--- config.mk ---
export PLATFORM = sky130hd
export DESIGN_NAME = snap_phase_capture
export DESIGN_NICKNAME = d
export VERILOG_FILES = /design/src/rtl/snap_phase_capture.sv
export SDC_FILE = /design/constraint.sdc
export NUM_CORES = 1
export LEC_CHECK = 0
export BUFFER_PORTS_ARGS = -buffer_cell sky130_fd_sc_hd__buf_2
export CELL_PAD_IN_SITES_DETAIL_PLACEMENT = 1
export CELL_PAD_IN_SITES_GLOBAL_PLACEMENT = 2
export CORE_AREA = 2 2 109 111
export DETAILED_ROUTE_END_ITERATION = 8
export DIE_AREA = 0 0 111 113
export MAX_ROUTING_LAYER = met4
export PLACE_DENSITY = 0.81
export RECOVER_POWER = 100
export SYNTH_ARGS = -nofsm -noshare
export SYNTH_HDL_FRONTEND = slang
export SYNTH_SLANG_ARGS = --single-unit
--- constraint.sdc ---
create_clock -name user_clk -period 2.6 [get_ports user_clk]
set_input_delay 0.26 -clock user_clk [delete_from_list [all_inputs] [get_ports user_clk]]
set_output_delay 0.26 -clock user_clk [all_outputs]
set_load 0.05 [all_outputs]
--- src/rtl/snap_phase_capture.sv ---
// Phase snapshot capture: selects one channel's phase stream, packs two
// samples per word into the snapshot BRAM and reports status/count.
//
// Ports:
//   user_clk, user_rst_n : clock, async active-low reset
//   phase_in, phase_valid, ch_in : channelizer phase stream
//   ch_sel   : channel to capture
//   arm      : software arm bit (rising edge re-arms)
//   trig     : capture trigger, honoured only while armed
//   bram_we, bram_addr, bram_din : snapshot BRAM write port
//   addr_out : {done, capturing, armed, 0..., word count}
module snap_phase_capture #(
    parameter int ADDR_W = 10,
    parameter int CH_W   = 9,
    parameter int PH_W   = 16
) (
    input  logic              user_clk,
    input  logic              user_rst_n,
    input  logic [PH_W-1:0]   phase_in,
    input  logic              phase_valid,
    input  logic [CH_W-1:0]   ch_in,
    input  logic [CH_W-1:0]   ch_sel,
    input  logic              arm,
    input  logic              trig,
    output logic              bram_we,
    output logic [ADDR_W-1:0] bram_addr,
    output logic [31:0]       bram_din,
    output logic [31:0]       addr_out
);

    typedef enum logic [1:0] {
        S_IDLE,
        S_ARMED,
        S_CAP,
        S_DONE
    } state_t;

    state_t              state_q, state_d;
    logic [ADDR_W:0]     ptr_q, ptr_d;
    logic                half_q, half_d;
    logic [PH_W-1:0]     hold_q, hold_d;
    logic                arm_r_q, arm_r_d;
    logic                we_q, we_d;
    logic [ADDR_W-1:0]   addr_q, addr_d;
    logic [31:0]         din_q, din_d;
    logic [31:0]         stat_q, stat_d;

    logic arm_edge;
    logic sel;
    logic accept;

    always_comb begin
        arm_edge = arm & ~arm_r_q;
        sel      = phase_valid & (ch_in == ch_sel);
        // Trig cycle counts as capturing; a re-arm drops the sample.
        accept   = sel & ~arm_edge &
                   ((state_q == S_CAP) |
                    ((state_q == S_ARMED) & trig));

        state_d = state_q;
        ptr_d   = ptr_q;
        half_d  = half_q;
        hold_d  = hold_q;
        arm_r_d = arm;
        we_d    = 1'b0;
        addr_d  = addr_q;
        din_d   = din_q;

        if (arm_edge) begin
            state_d = S_ARMED;
            ptr_d   = '0;
            half_d  = 1'b0;
            hold_d  = '0;
        end else begin
            if ((state_q == S_ARMED) && trig) begin
                state_d = S_CAP;
            end
            if (accept) begin
                if (!half_q) begin
                    hold_d = phase_in;
                    half_d = 1'b1;
                end else begin
                    we_d   = 1'b1;
                    din_d  = {phase_in, hold_q};
                    addr_d = ptr_q[ADDR_W-1:0];
                    ptr_d  = ptr_q + (ADDR_W+1)'(1);
                    half_d = 1'b0;
                    // Last slot: stop, count saturates at full.
                    if (ptr_q[ADDR_W-1:0] == '1) begin
                        state_d = S_DONE;
                    end
                end
            end
        end
    end

    always_comb begin
        stat_d           = '0;
        stat_d[31]       = (state_q == S_DONE);
        stat_d[30]       = (state_q == S_CAP);
        stat_d[29]       = (state_q == S_ARMED);
        stat_d[ADDR_W:0] = ptr_q;
    end

    always_ff @(posedge user_clk or negedge user_rst_n) begin
        if (!user_rst_n) begin
            state_q <= S_IDLE;
            ptr_q   <= '0;
            half_q  <= 1'b0;
            hold_q  <= '0;
            arm_r_q <= 1'b0;
            we_q    <= 1'b0;
            addr_q  <= '0;
            din_q   <= '0;
            stat_q  <= '0;
        end else begin
            state_q <= state_d;
            ptr_q   <= ptr_d;
            half_q  <= half_d;
            hold_q  <= hold_d;
            arm_r_q <= arm_r_d;
            we_q    <= we_d;
            addr_q  <= addr_d;
            din_q   <= din_d;
            stat_q  <= stat_d;
        end
    end

    assign bram_we   = we_q;
    assign bram_addr = addr_q;
    assign bram_din  = din_q;
    assign addr_out  = stat_q;

endmodule
### Word level (Yosys, flattened, before mapping)

Index checks and enable logic that the tools add are counted.

| storage, ports and cells | value |
|---|---|
| flip-flop bits (word level) | 88 |
| input port bits | 39 |
| output and inout bits | 75 |
| word-level logic and storage cells | 47 |

| cells by class | value |
|---|---|
| add/sub/neg operators | 1 |
| eq/ne operators | 6 |
| muxes and demuxes | 17 |
| bitwise logic cells | 8 |
| reductions and logical operators | 6 |

Operators with widths:

| kind | number |
|---|---|
| 16-bit 2-to-1 mux | 3 |
| 11-bit 2-to-1 mux | 3 |
| 11-bit by 1-bit adder with 11-bit output, second input constant | 1 |
| 10-bit equality test, second input constant | 1 |
| 2-bit 2-to-1 mux | 5 |
| 9-bit equality test | 1 |
| 1-bit 2-to-1 mux | 6 |
| 1-bit bitwise AND | 5 |
| 2-bit equality test, second input constant | 2 |
| 2-bit AND reduction | 2 |
| 2-bit nonzero test | 2 |
| 3-bit AND reduction | 1 |
| 2-bit by 1-bit equality test with 1-bit output, second input constant | 1 |
| 2-bit by 1-bit inequality test with 1-bit output, second input constant | 1 |
| 1-bit inverter | 2 |
| 1-bit logical AND | 1 |
| 1-bit OR | 1 |

### Longest topological paths before layout

Gate-level depths: netlist (run 1).

| logic depth | value |
|---|---|
| depth after elaboration | 7 |
| depth in mapped cells | 7 |
| gate-level depth less buffers | 6 |

### Worst setup path before layout (run 1)

No wires, ideal clock.

| timing | value |
|---|---|
| path kind | register to register |
| start | register state_q[1] |
| end | register addr_q[0], in the netlist bram_addr[0] |
| setup time | 0.128 ns |
| data arrival time | 1.823 ns |
| data required time | 2.472 ns |
| path slack | 0.649 ns |
| stages on the path, launching flop included | 8 |
| path buffers | 2 |
| clock period less this slack | 1.951 ns |
| path through | dfrtp_1 and3b_2 o211ai_2 nor4_4 nand2b_1 clkbuf_1 buf_2 mux2_1 |

| between the ends | value |
|---|---|
| word-level cells in the longest chain between the ends | 5 |
| elaborated cells between the ends (all ways) | 6 |
| those cells by class | eq/ne: 2; bitwise: 3; reduce/logical: 1 |

RTL lines:

| what | RTL line | text |
|---|---|---|
| start, declared | 38 | `state_t state_q, state_d;` |
| start signal, assigned | 117 | `state_q <= state_d;` |
| 2-bit by 1-bit equality test with 1-bit output | 58 | `((state_q == S_ARMED) & trig));` |
| 1-bit bitwise AND | 58 |  |
| 1-bit OR (*) | 57 | `((state_q == S_CAP) \|` |
| 1-bit bitwise AND (*) | 56 | `accept = sel & ~arm_edge &` |
| 3-bit AND reduction (no source line) (*) | -- |  |
| end signal, assigned | 123 | `addr_q <= addr_d;` |
| end, declared | 44 | `logic [ADDR_W-1:0] addr_q, addr_d;` |

Mark *: on every way between the ends. The rest lies on a longest branch, timed or not.
A chain may end at the register's enable or synchronous reset.

### Final worst setup path (run 1)

| timing | value |
|---|---|
| start | register state_q[1] |
| end | register ptr_q[9] |

| between the ends | value |
|---|---|
| word-level cells in the longest chain between the ends | 6 |
| elaborated cells between the ends (all ways) | 7 |
| those cells by class | eq/ne: 2; bitwise: 3; reduce/logical: 2 |

RTL lines:

| what | RTL line | text |
|---|---|---|
| 2-bit by 1-bit equality test with 1-bit output | 58 |  |
| 1-bit bitwise AND | 58 |  |
| 1-bit OR (*) | 57 |  |
| 1-bit bitwise AND (*) | 56 |  |
| 2-bit nonzero test (no source line) (*) | -- |  |
| 2-bit AND reduction (no source line) (*) | -- |  |
| end signal, assigned | 118 | `ptr_q <= ptr_d;` |
| end, declared | 39 | `logic [ADDR_W:0] ptr_q, ptr_d;` |

Marked as above.

==> flow_metrics.env, run 1 <==
export IMPL_cts_sinks=88
export IMPL_start_util_pct=32.5
export IMPL_hold_violations=0
export IMPL_clock_latency_ns=0.33
export IMPL_end_kind="flop"
export IMPL_period_share_pct=88.6
export IMPL_routedWlPerCell_um=15.1
export IMPL_min_from="arm"
export IMPL_drive_gt1_share_pct=16.8
export IMPL_numPortBuffers=95
export IMPL_cp_max_fo=14
export IMPL_ys_seq_elements=88
export IMPL_status="finished with violations"
export IMPL_die_height_um=113
export IMPL_num_antenna_cells=0
export IMPL_post_place_ws_ns=0.366
export IMPL_rr_worst_depth=5
export IMPL_r2r_setup_slack_ns=0.30
export IMPL_hold_buffers=1
export IMPL_async_flop_share_pct=100
export IMPL_grt_usage_pct=13.5
export IMPL_ys_flop_type="dfrtp_1"
export IMPL_antenna_found_initial=0
export IMPL_nets=417
export IMPL_path_class="flop to flop"
export IMPL_syn_area_per_cell_um2=13.1
export IMPL_core_um2=11300
export IMPL_crit_required_ns=2.84
export IMPL_fmax_mhz=434
export IMPL_grt_pass1_vias=2491
export IMPL_fin_crit_ns=2.30
export IMPL_clk_pin_slew_ns=0.06
export IMPL_netlist_instances=279
export IMPL_dr_pass1_iters=4
export IMPL_cts_resized=0
export IMPL_synth_top_area_share_pct=60.1
export IMPL_hold_path_class="input port to flop"
export IMPL_intPower_w=0.00223
export IMPL_max_slew_margin_rel_pct=-1.38
export IMPL_via_per_inst=4.68
export IMPL_violations="capacitance limit, slew limit"
export IMPL_p_clk_share_pct=42.7
export IMPL_vias=2454
export IMPL_gp_congestion=0.681
export IMPL_fin_skew_ns=0.00593
export IMPL_yosys_area_top_type="dfrtp_1"
export IMPL_worstReg2RegEnd="ptr_q[9]"
export IMPL_synthToLayoutAreaGrowth_pct=21.1
export IMPL_yosys_warnings=0
export IMPL_cts_setup_buffers=0
export IMPL_arrival_ns=2.54
export IMPL_rsz0062_at_grt="false"
export IMPL_grt_pass1_wl_um=12900
export IMPL_peakVddDrop_v=0.000384
export IMPL_hpwlAfterDp_um=5630
export IMPL_sw_frac_of_total_pct=24.1
export IMPL_leakagePower_nw=2.29
export IMPL_grt_max_degree=52
export IMPL_grt_overflow_total=0
export IMPL_root_buffer="clkbuf_16"
export IMPL_seq_power_share_pct=48.0
export IMPL_maxCapViolations=1
export IMPL_min_path_cells=1
export IMPL_synth_area_um2=3660
export IMPL_synth_edf_count=0
export IMPL_routed_wl_um=7920
export IMPL_final_antenna_net_count=0
export IMPL_switching_power_w=0.000708
export IMPL_io_pins=114
export IMPL_numCtsBuffers=9
export IMPL_drt_iter0_drc=78
export IMPL_timing_rr_start="state_q[1]"
export IMPL_tightest_slew_ns=1.52
export IMPL_synth_cell_types=35
export IMPL_cp_start_kind="flop"
export IMPL_p_per_area_nw_per_um2=662
export IMPL_rows=39
export IMPL_finalWorstSetupSlack_ns=0.295
export IMPL_tritoncts="built"
export IMPL_htree_levels=3
export IMPL_finalSetupViolations=0
export IMPL_cts_buffer_depth=2
export IMPL_die_area_um2=12500
export IMPL_holdPathEnd="arm_r_q"
export IMPL_ys_seq_area_share_pct=60.1
export IMPL_slew_viol_final=34
export IMPL_setup_tns_final_ns=0
export IMPL_drc=0
export IMPL_synth_area_top_cells="dfrtp_1 (60%), mux2_1 (13%), mux2i_1 (4.4%), buf_4 (3.7%), xnor2_1 (2.4%)"
export IMPL_die_x_um=111
export IMPL_power_frac_comb_pct=9.3
[cell type report]
class / instances / area, um^2
Fill cell: 1266 / 6840
Sequential cell: 88 / 2200
Clock inverter: 3 / 42.5
Tap cell: 143 / 179
Timing Repair Buffer: 100 / 440
Multi-Input combinational cell: 176 / 1320
Inverter: 2 / 7.51
Clock buffer: 12 / 246
[through the flow]
step | area [um^2] | instances | hold WS (ns) | power [W] | util (%)
2_1_floorplan | 3730 | 296 | -0.0356 | 0.00164 | -
3_3_place_gp | 4240 | 508 | 0.337 | 0.00172 | 37.6
3_5_place_dp | 4240 | 508 | 0.345 | 0.00172 | 37.6
4_1_cts | 4530 | 524 | 0.0311 | 0.00299 | 40.2
5_1_grt | 4440 | 524 | 0.0304 | 0.00306 | 39.3
6_report | 4440 | 524 | 0.0444 | 0.00294 | 39.3
[registers in the layout, summed over array words and instances, names as in the netlist]
| name | cells |
|---|---|
| ptr_q | 11 |
| hold_q | 16 |
| addr_out | 14 |
| bram_addr | 10 |
| bram_we | 1 |
| state_q | 2 |
| bram_din | 32 |
| half_q | 1 |
| arm_r_q | 1 |
[power by group through the flow]
stage / clock, W / combinational [W] / sequential (W)
global route: 0.00135 / 0.000299 / 0.00141
finish: 0.00125 / 0.000274 / 0.00141
detailed placement: 0 / 0.000289 / 0.00143
floorplan: 0 / 0.000159 / 0.00148
global placement: 0 / 0.000287 / 0.00143
CTS: 0.00129 / 0.000291 / 0.00141
[placed cells by master (no fill, tap or decap), drive strengths merged, types with 4 or more instances in the layout]
cell type,n
buf,39
mux2i,16
conb,18
dfrtp,88
mux2,42
or4,5
nor2,24
or3,5
nand2,7
nand4,6
o21ai,6
a21oi,8
nand3,6
nor4,4
clkbuf,72
xnor2,11
[cell usage after synthesis, types with 6 or more instances]
cell	number
dfrtp_1	88
nand4_1	6
a21oi_1	8
nand3_1	6
mux2i_1	16
xnor2_1	10
nand2_1	7
o21ai_0	6
nor2_1	23
buf_2	6
mux2_1	42
buf_4	18
[cell families after synthesis]
| family | after synthesis | share of synthesized area, % |
|---|---|---|
| multiplexers | 58 | 17.3 |
| flip-flops | 88 | 60.1 |
| adder cells (fa/ha/maj) | 1 | 0.342 |
| buffers and inverters | 32 | 5.53 |
| AO/OA/AOI/OAI | 18 | 2.87 |
| AND/OR/NAND/NOR | 70 | 10.9 |
| other | 1 | 0.102 |
| XOR/XNOR | 11 | 2.84 |
[worst max path at each step]
stage | start | to | slack, ns | cells past startpoint
floorplan | state_q[1] | bram_addr[0] | 0.65 | 7
global placement | ch_sel[8] | bram_din[17] | 0.44 | 7
detailed placement | ch_sel[8] | bram_din[23] | 0.37 | 7
CTS | state_q[1] | bram_din[23] | 0.41 | 6
global route | state_q[1] | ptr_q[7] | 0.17 | 5
finish | state_q[1] | ptr_q[9] | 0.30 | 5
[per-layer routing]
metal	GRT usage, %	share of wire, %	up-vias
met5	-	0	-
met4	6.00	1.7	0
met3	2.79	6.1	14
met2	21.5	47	87
met1	16.9	45	1224
li1	-	-	1129
[worst max-delay path: stages, from the launching register on]
cell	delay, ns
dfrtp_1	0.41
and3b_2	0.30
nor2_2	0.06
or4_1	0.74
or4_1	0.54
a21oi_1	0.16
Power figures use the tool's default switching activity.
==> inputs of run 2 (changes only) <==
--- a/config.mk
+++ b/config.mk
@@ -13,7 +13,7 @@
 export DIE_AREA = 0 0 111 113
 export MAX_ROUTING_LAYER = met4
 export PLACE_DENSITY = 0.81
-export RECOVER_POWER = 100
+export RECOVER_POWER = 50
 export SYNTH_ARGS = -nofsm -noshare
 export SYNTH_HDL_FRONTEND = slang
 export SYNTH_SLANG_ARGS = --single-unit
==> run 2 against run 1 <==
The run still ends with capacitance limit, slew limit left. Register-to-register slack gained 0.15 ns. Hold slack gained 0.0012 ns. First-iteration DRC count shrank 7.7%. Global-route usage is the same. Clock power is essentially flat. Utilization grew 0.24 points. Routed wire length shrank 0.25%. Largest power group unchanged.
==> flow_metrics.env, run 2 (synthesis results as in run 1) <==
export IMPL_status="finished with violations"
export IMPL_violations="capacitance limit, slew limit"
export IMPL_die_x_um=111
export IMPL_hold_path_class="input port to flop"
export IMPL_end_kind="flop"
export IMPL_fin_skew_ns=0.00598
export IMPL_antenna_found_initial=0
export IMPL_hold_violations=0
export IMPL_grt_pass1_vias=2491
export IMPL_rsz0062_at_grt="false"
export IMPL_synthToLayoutAreaGrowth_pct=21.9
export IMPL_hpwlAfterDp_um=5630
export IMPL_fin_util_pct=39.6
export IMPL_routed_wl_um=7900
export IMPL_cts_resized=0
export IMPL_mostFrequentLayoutCell="dfrtp_1"
export IMPL_io_pins=114
export IMPL_dr_pass1_iters=4
export IMPL_drc=0
export IMPL_tritoncts="built"
export IMPL_cts_buffer_depth=2
export IMPL_clk_pin_slew_ns=0.06
export IMPL_num_antenna_cells=0
export IMPL_final_antenna_net_count=0
export IMPL_peakVddDrop_v=0.000384
export IMPL_root_buffer="clkbuf_16"
export IMPL_die_area_um2=12500
export IMPL_setup_tns_final_ns=0
export IMPL_gp_congestion=0.681
export IMPL_numCtsBuffers=9
export IMPL_crit_required_ns=2.81
export IMPL_leakagePower_nw=2.33
export IMPL_start_util_pct=32.5
export IMPL_grt_overflow_total=0
export IMPL_nets=417
export IMPL_core_um2=11300
export IMPL_fin_crit_ns=2.15
export IMPL_die_height_um=113
export IMPL_layout_common_cells="dfrtp_1 (88), clkbuf_1 (53), buf_2 (44), mux2_1 (42), nor2_1 (23)"
export IMPL_path_class="flop to flop"
export IMPL_vias=2457
export IMPL_via_per_inst=4.69
export IMPL_maxCapViolations=1
export IMPL_clock_latency_ns=0.33
export IMPL_htree_levels=3
export IMPL_fmax_mhz=464
export IMPL_arrival_ns=2.36
export IMPL_drive_gt1_share_pct=19.2
export IMPL_grt_pass1_wl_um=12900
export IMPL_n_fill_cell=1268
export IMPL_largest_reg_flops=32
export IMPL_drt_iter0_drc=72
export IMPL_max_slew_margin_rel_pct=-1.66
export IMPL_numPortBuffers=95
export IMPL_slew_viol_final=34
export IMPL_routedWlPerCell_um=15.1
export IMPL_grt_usage_pct=13.5
export IMPL_cp_start_kind="flop"
export IMPL_crit_chain="and3b_2, o211ai_2, nor4_4, nand2b_2, buf_4, mux2_1"
export IMPL_cts_sinks=88
export IMPL_p_per_area_nw_per_um2=659
export IMPL_grt_max_degree=52
export IMPL_rows=39
export IMPL_period_share_pct=82.8
export IMPL_slowest_delay_ns=0.41
export IMPL_finalSetupViolations=0
export IMPL_cp_max_fo=42
export IMPL_crit_slowest_cell="dfrtp_1"
export IMPL_tightest_slew_ns=1.52
-- run 2: cell count changes in the layout (fill, tap and decap cells not counted), sizes merged --
cell | before | now
buf | 39 | 47
clkbuf | 72 | 64
-- run 2: power by group --
part / leakage, nW / internal (W) / switching, W
Combinational: 0.973 / 0.0000730 / 0.000205
Sequential: 1.22 / 0.00140 / 0.0000146
Clock: 0.139 / 0.000764 / 0.000488
Total: 2.33 / 0.00223 / 0.000707
-- run 2: worst paths after layout --
path,slack [ns],cells past startpoint,startpoint,to
min,0.05,1,arm,arm_r_q
min in group asynchronous,0.76,2,user_rst_n,hold_q[12]
max reg2reg,0.45,6,state_q[1],bram_din[23]
max in group asynchronous,1.01,3,user_rst_n,bram_din[23]
max,0.45,6,state_q[1],bram_din[23]
min reg2reg,0.40,0,ptr_q[10],addr_out[10]
-- run 2: worst max-delay path, delay by kind of cell, from the launching register on --
family	cells	cell delay (ns)
compound gates	1	0.15
mux	1	0.39
buf+inv	1	0.31
flops	1	0.41
simple gates	3	0.75
-- run 2: layout make-up --
type / instances / area, um^2 / area share [%]
sequential: 88 / 2200 / 49.3
multi-input combinational: 176 / 1320 / 29.7
timing repair buffer: 100 / 462 / 10.3
clock buffer: 12 / 246 / 5.52
tap: 143 / 179 / 4.01
clock inverter: 3 / 42.5 / 0.953
inverter: 2 / 7.51 / 0.168
-- run 2: metal layers --
metal	global-route usage, %	wire length, um	vias to the layer above
met5	-	0	-
met4	6.00	133	0
met3	2.79	479	14
met2	21.5	3720	85
li1	-	-	1129
met1	16.9	3570	1229
-- run 2: what timing repair did --
action                    CTS  global route
buffers inserted            0             0
hold buffers                1             0
hold endpoints to repair   50             0
-- run 2: metrics by stage --
step | setup slack [ns] | total power (W) | instance area, um^2 | instances | hold WS [ns]
after CTS | 0.406 | 0.00299 | 4530 | 524 | 0.0311
after floorplan | 0.649 | 0.00164 | 3730 | 296 | -0.0356
after global routing | 0.235 | 0.00306 | 4460 | 524 | 0.0285
final | 0.446 | 0.00294 | 4460 | 524 | 0.0455
after global placement | 0.436 | 0.00172 | 4240 | 508 | 0.337
after detailed placement | 0.366 | 0.00172 | 4240 | 508 | 0.345
